**config.mk**
```make
export PLATFORM = sky130hd
export DESIGN_NAME = seq_gen_burst_arbiter
export DESIGN_NICKNAME = d
export VERILOG_FILES = /design/src/rtl/seq_gen_burst_arbiter.sv
export SDC_FILE = /design/constraint.sdc
export NUM_CORES = 1
export LEC_CHECK = 0
export ABC_CLOCK_PERIOD_IN_PS = 2000
export CORE_AREA = 2 2 46 48
export DETAILED_ROUTE_END_ITERATION = 8
export DIE_AREA = 0 0 48 50
export GPL_TIMING_DRIVEN = 0
export PLACE_DENSITY = 0.8
export SYNTH_ARGS = -nofsm -noshare
export SYNTH_HDL_FRONTEND = slang
export SYNTH_SLANG_ARGS = --single-unit
```
**constraint.sdc**
```tcl
create_clock -name clk -period 2 [get_ports clk]
set_input_delay 0.4 -clock clk [delete_from_list [all_inputs] [get_ports clk]]
set_output_delay 0.4 -clock clk [all_outputs]
set_load 0.01 [all_outputs]
```
**src/rtl/seq_gen_burst_arbiter.sv**
```systemverilog
// seq_gen_burst_arbiter
//   Shares one external sequence_generator between two requesters. A granted
//   requester receives a burst of len consecutive generator words, captured
//   one per cycle and tagged with the owner's ID. Ties are broken round-robin.
//
// Ports
//   clk        : system clock, rising edge
//   reset      : asynchronous, active-high reset
//   req        : per-requester request, held high until the matching ack bit
//   len_0/1    : burst length per requester, sampled only at grant
//   ack        : one-cycle grant pulse per requester
//   done       : one-cycle burst-complete pulse per requester
//   gen_enable : advance enable to the generator (high only in BURST)
//   gen_data   : current generator word
//   out_data   : captured word (holds its value while out_valid is low)
//   out_valid  : out_data carries a fresh word this cycle
//   out_id     : owner of out_data / current burst
//   busy       : block is not idle
module seq_gen_burst_arbiter #(
  parameter int LEN_W  = 4,
  parameter int DATA_W = 4
) (
  input  logic              clk,
  input  logic              reset,
  input  logic [1:0]        req,
  input  logic [LEN_W-1:0]  len_0,
  input  logic [LEN_W-1:0]  len_1,
  output logic [1:0]        ack,
  output logic [1:0]        done,
  output logic              gen_enable,
  input  logic [DATA_W-1:0] gen_data,
  output logic [DATA_W-1:0] out_data,
  output logic              out_valid,
  output logic              out_id,
  output logic              busy
);

  localparam logic [1:0] S_IDLE  = 2'd0;
  localparam logic [1:0] S_BURST = 2'd1;
  localparam logic [1:0] S_DONE  = 2'd2;

  logic [1:0]        state_q,      state_d;
  logic [LEN_W-1:0]  cnt_q,        cnt_d;
  logic              rr_q,         rr_d;
  logic [1:0]        ack_q,        ack_d;
  logic [1:0]        done_q,       done_d;
  logic              gen_enable_q, gen_enable_d;
  logic [DATA_W-1:0] out_data_q,   out_data_d;
  logic              out_valid_q,  out_valid_d;
  logic              out_id_q,     out_id_d;
  logic              busy_q,       busy_d;

  logic              winner;
  logic [LEN_W-1:0]  win_len;

  // Arbitration: a lone requester wins outright; on a tie the requester that
  // did not win last time (rr_q holds the last winner) takes the grant.
  always_comb begin
    winner  = 1'b0;
    win_len = '0;
    if (req == 2'b11) begin
      winner = ~rr_q;
    end else begin
      winner = req[1];
    end
    win_len = winner ? len_1 : len_0;
  end

  // NOTE: every variable written here gets a default first, so no path leaves
  // a value unassigned and no latch is inferred.
  always_comb begin
    state_d     = state_q;
    cnt_d       = cnt_q;
    rr_d        = rr_q;
    ack_d       = '0;
    done_d      = '0;
    out_data_d  = out_data_q;
    out_valid_d = 1'b0;
    out_id_d    = out_id_q;

    case (state_q)
      S_IDLE: begin
        if (req != 2'b00) begin
          out_id_d      = winner;
          cnt_d         = win_len;
          ack_d[winner] = 1'b1;
          rr_d          = winner;
          // A zero-length burst skips BURST entirely and just signals done.
          state_d       = (win_len == '0) ? S_DONE : S_BURST;
        end
      end
      S_BURST: begin
        // The generator advances on this same edge, so the next capture is
        // the following sequence word.
        out_data_d  = gen_data;
        out_valid_d = 1'b1;
        cnt_d       = cnt_q - LEN_W'(1);
        if (cnt_q == LEN_W'(1)) begin
          state_d = S_DONE;
        end
      end
      S_DONE: begin
        done_d[out_id_q] = 1'b1;
        state_d          = S_IDLE;
      end
      default: begin
        state_d = S_IDLE;
      end
    endcase

    // Registered decodes of the next state keep these outputs glitch-free.
    gen_enable_d = (state_d == S_BURST);
    busy_d       = (state_d != S_IDLE);
  end

  // NOTE: sequential state uses non-blocking assignments so every register
  // samples the pre-edge values, independent of statement order.
  always_ff @(posedge clk or posedge reset) begin
    if (reset) begin
      state_q      <= S_IDLE;
      cnt_q        <= '0;
      rr_q         <= 1'b1;
      ack_q        <= '0;
      done_q       <= '0;
      gen_enable_q <= 1'b0;
      out_data_q   <= '0;
      out_valid_q  <= 1'b0;
      out_id_q     <= 1'b0;
      busy_q       <= 1'b0;
    end else begin
      state_q      <= state_d;
      cnt_q        <= cnt_d;
      rr_q         <= rr_d;
      ack_q        <= ack_d;
      done_q       <= done_d;
      gen_enable_q <= gen_enable_d;
      out_data_q   <= out_data_d;
      out_valid_q  <= out_valid_d;
      out_id_q     <= out_id_d;
      busy_q       <= busy_d;
    end
  end

  assign ack        = ack_q;
  assign done       = done_q;
  assign gen_enable = gen_enable_q;
  assign out_data   = out_data_q;
  assign out_valid  = out_valid_q;
  assign out_id     = out_id_q;
  assign busy       = busy_q;

endmodule

```
## After elaboration in Yosys (flattened, before gate mapping)

Cells that the tools add are included.
W data, S select, Z words.

- Mux-type cells: 16
- Bitwise logic cells: 1
- $lt $le $gt $ge: 4
- Eq/ne operators: 6
- Add/subtract/negate cells: 1
- Reduce and logical (&&, ||, !) cells: 9

Operators by type and width:

| operator | count |
|---|---|
| $mux W2 | 6 |
| $mux W4 | 2 |
| $pmux W4 S2 | 1 |
| $reduce_bool A2 Y1 | 3 |
| $eq A2 B1 Y1 const B | 2 |
| $eq A2 B2 Y1 const B | 2 |
| $eq A4 B1 Y1 const B | 1 |
| $logic_not A4 Y1 | 1 |
| $lt A1 B2 Y1 const B | 2 |
| $mux W1 | 4 |
| $pmux W2 S2 | 1 |
| $reduce_and A2 Y1 | 2 |
| $sub A4 B1 Y4 const B | 1 |
| $demux W1 S1 | 2 |
| $ge A1 B1 Y1 const B | 2 |
| $logic_and A1 B1 Y1 | 2 |
| $logic_not A2 Y1 | 1 |
| $ne A2 B2 Y1 const B | 1 |
| $not A1 Y1 | 1 |

- Output and inout bits: 12
- Bits of input ports: 16
- Word-level logic and storage cells: 47
- Register bits after elaboration: 19

## Longest topological paths before layout

Gate-level depths: netlist of the first run.

- Word-level depth: 8
- Gate-level depth with buffers: 5
- Mapped depth without buffers: 4

## Least setup slack after synthesis of the first run

Ideal clock, no wire load.

- Kind: input-to-reg
- Start: in req[1]
- End: reg cnt_q[2]
- Path buffers: 0
- Library setup time: 126 ps
- Required time: 1874 ps
- Slack: 584 ps
- Arrival: 1290 ps
- Stages: 3
- Path through: a21boi_4 > mux2_4 > a311o_1

- Word-level cells in the longest chain between the ends: 5
- Elaborated cells on any way between the ends: 8
- Classes of those cells: eq/ne (2); mux (4); reduce/logical (2)

RTL lines:

| item | line | RTL |
|---|---|---|
| from (decl) | 25 | `input logic [1:0] req,` |
| $eq A2 B2 Y1 | 61 | `if (req == 2'b11) begin` |
| $mux W1 | 61 |  |
| $mux W4 | 66 | `win_len = winner ? len_1 : len_0;` |
| $mux W4 | 83 | `if (req != 2'b00) begin` |
| $pmux W4 S2 | 81 | `case (state_q)` |
| to (signal assigned) | 132 | `cnt_q <= cnt_d;` |
| to (decl) | 43 | `logic [LEN_W-1:0] cnt_q, cnt_d;` |

Several ways; a longest one is shown, not always the timed one. The select of a mux whose other input is x is not followed.
A chain may end at the register's enable or synchronous reset.

## Worst setup path in the final report of the first run

Same ends and word-level chain as after synthesis.

==> results of run 1 <==
critical path, stage by stage:
cell and delay, ns:
clkdlybuf4s50_1 0.52, a21boi_4 0.32, mux2_4 0.33, a311o_1 0.35
layout make-up:
class                      count  area (um^2)  share of cell area
clock buffer                   4         26.3              0.0218
inverter                       5         21.3              0.0177
tap                           27         33.8              0.0281
multi-input combinational     51          364               0.302
buffer                         1         11.3             0.00936
timing repair buffer          27          270               0.225
sequential                    19          477               0.396
power by group:
| group | leakage (nW) | internal (W) | switching [W] | total (W) |
|---|---|---|---|---|
| clock network | 0.0150 | 0.0000776 | 0.000113 | 0.000191 |
| logic | 0.288 | 0.000425 | 0.000377 | 0.000802 |
| registers | 0.230 | 0.000559 | 0.000131 | 0.000689 |
how the worst min path moves through the flow:
stage                                        from                      end  slack [ns]  depth (start not counted)
final                          out_id$_DFFE_PP0P_        done[0]$_DFF_PP0_        0.48                          1
after global routing      out_data[3]$_DFFE_PP0P_  out_data[3]$_DFFE_PP0P_        0.51                          2
after CTS                      out_id$_DFFE_PP0P_        done[0]$_DFF_PP0_        0.49                          1
after detailed placement  out_data[0]$_DFFE_PP0P_  out_data[0]$_DFFE_PP0P_        0.46                          2
after global placement    out_data[0]$_DFFE_PP0P_  out_data[0]$_DFFE_PP0P_        0.46                          2
after floorplan                             reset         ack[0]$_DFF_PP0_        0.35                          1
logic make-up after synthesis:
group           share of synthesized area
simple gates                        0.166
flops                               0.546
compound gates                      0.156
buf+inv                            0.0372
mux                                0.0659
fa+ha+maj                          0.0286
sequential cells by signal, indices dropped and copies added (netlist names):
| register | flops |
|---|---|
| cnt_q | 4 |
| out_data | 4 |
| ack | 2 |
| done | 2 |
| state_q | 2 |
| busy | 1 |
| gen_enable | 1 |
| out_id | 1 |
| out_valid | 1 |
| rr_q | 1 |
stage by stage:
step,std cells,instance area (um^2)
global route,134,1200
global placement,130,1180
CTS,134,1200
detailed placement,130,1180
finish,134,1200
floorplan,76,873
routing by layer:
metal	track usage	part of all wire
met3	0.0220	0.049
met2	0.296	0.55
met4	0.0811	0
met5	0	0
met1	0.200	0.40
placed cells by master, fill, tap and decap left out:
| cell | n |
|---|---|
| a21boi_4 | 1 |
| a21o_1 | 1 |
| a21oi_1 | 1 |
| a221oi_2 | 1 |
| a311o_1 | 1 |
| a31oi_1 | 1 |
| a32o_1 | 1 |
| and2_1 | 1 |
| and3_4 | 1 |
| and3b_2 | 1 |
| buf_6 | 1 |
| clkbuf_1 | 1 |
| clkbuf_4 | 3 |
| clkdlybuf4s50_1 | 27 |
| dfrtp_1 | 18 |
| dfstp_2 | 1 |
| ha_1 | 2 |
| inv_1 | 4 |
| inv_4 | 1 |
| mux2_2 | 2 |
| mux2_4 | 1 |
| mux2i_1 | 2 |
| nand2_1 | 14 |
| nand2b_1 | 1 |
| nor2_1 | 2 |
| nor2_2 | 1 |
| nor3_1 | 1 |
| nor3b_1 | 2 |
| nor4_1 | 3 |
| o211ai_1 | 1 |
| o21ai_0 | 3 |
| o221a_2 | 1 |
| o221ai_1 | 1 |
| o22ai_1 | 2 |
| o31a_1 | 1 |
| or2_2 | 1 |
==> impl_metrics.ini, run 1 <==
[status]
status = finished clean

[routing]
drtIter0Drc = 12
drc = 0
ant_nets = 0
wl_um = 1800
drtPass1Iterations = 4
vias = 706
wl_per_cell_um = 13.4
avgViaCountPerCell = 5.27

[critical_path]
rr_endpoint = cnt_q[2]$_DFFE_PP0P_
endpoint = cnt_q[2]$_DFFE_PP0P_
reg2reg_depth = 3
ff2ff_setup_slack_ns = 0.53
cp.arrival_ns = 1.92
cp.required_ns = 2.18
start_kind = input port
crit_type = in -> reg
reg2reg_from = rr_q$_DFFE_PP1P_
cp-startpoint = req[1]
worst_setup_path_end_kind = register
cp_max_fo = 7

[layout]
area_growth_pct = 37.8
fin_util = 0.633
fill_cells = 161
drive_above_1_share = 0.150
fin_nets = 126
antenna_cells = 0

[clock_tree]
cts_setup_buffers = 0
cts_max_path_buffers = 2
ctsResizeCount = 0
clkLatencyLatePin_ns = 0.29
cts_tree = done
numCtsBuffers = 3
clockRootBuffer = clkbuf_4
cts.sinks = 19
ctsHoldBuffers = 0
clk_pin_slew_worst_paths_ns = 0.10
cts_max_level = 1

[logic_synthesis]
synthCells = 76
ys_seq_area_frac = 0.546
synthFlopType = dfrtp_1
netlist.area_leader.share = 0.516
yosys_warnings = 0
async_flop_share = 1.00
yosysUniqueCellTypes = 33
synth_most_common_cell = dfrtp_1
syn_area_per_cell_um2 = 11.5
synthesis.area_um2 = 873
synth_edf_count = 0
synth_common_cells = 18 x dfrtp_1, 14 x nand2_1, 4 x inv_1
ys_top_cells_by_area = dfrtp_1 52%, nand2_1 6.0%, dfstp_2 3.0%, ha_1 2.9%, mux2_2 2.6%
synth-seq-cells = 19
yosys.area.top_type = dfrtp_1
synth_fp_nets = 94

[floorplan]
num_rows = 16
die_h_um = 50
initial_utilization = 0.459
die_area_mm2 = 0.00240
die-width_um = 48
io_pins = 28
coreArea_mm2 = 0.00190

[timing]
hold_viol_final = 0
setup_viol = 0
fin_crit_sh = 0.869
fmax_mhz = 576
finClkSkew_ns = 0.00198
worst_pin_slew_ns = 0.712
hold_slack_ns = 0.484
fin_crit_ns = 1.74
slew_headroom = 0.525
setup_slack_ns = 0.263
rsz0062_at_grt = false
fin_setup_tns_ns = 0
slew_violations = 0

[power_and_ir_drop]
power.total_w = 0.00168
powerDensity_mw_per_mm2 = 1400
vdd.ir_drop.worst_uv = 581
leakage_nw = 0.533

[global_routing]
grtUsageTotal = 0.173
grt-ovfl-total = 0
grt_pass1_vias = 696
grt_max_degree = 20
antenna_found_initial = 0
grt_first_pass_wirelength_um = 2960

[placed_design]
dpl.hpwl_um = 1370
place_congestion = 0.803
port_buffers = 27
post-place-ws_ns = -0.0713

[job]
cap_violations = 0

[worst_hold_path]
min_path_type = reg -> reg
(Power assumes the default switching activity.)
==> inputs of run 2 (changes only) <==
CAP_MARGIN = 10   (was not set)
==> results of run 2 <==
Final layout, timing and power as in run 1 (identical DEF).
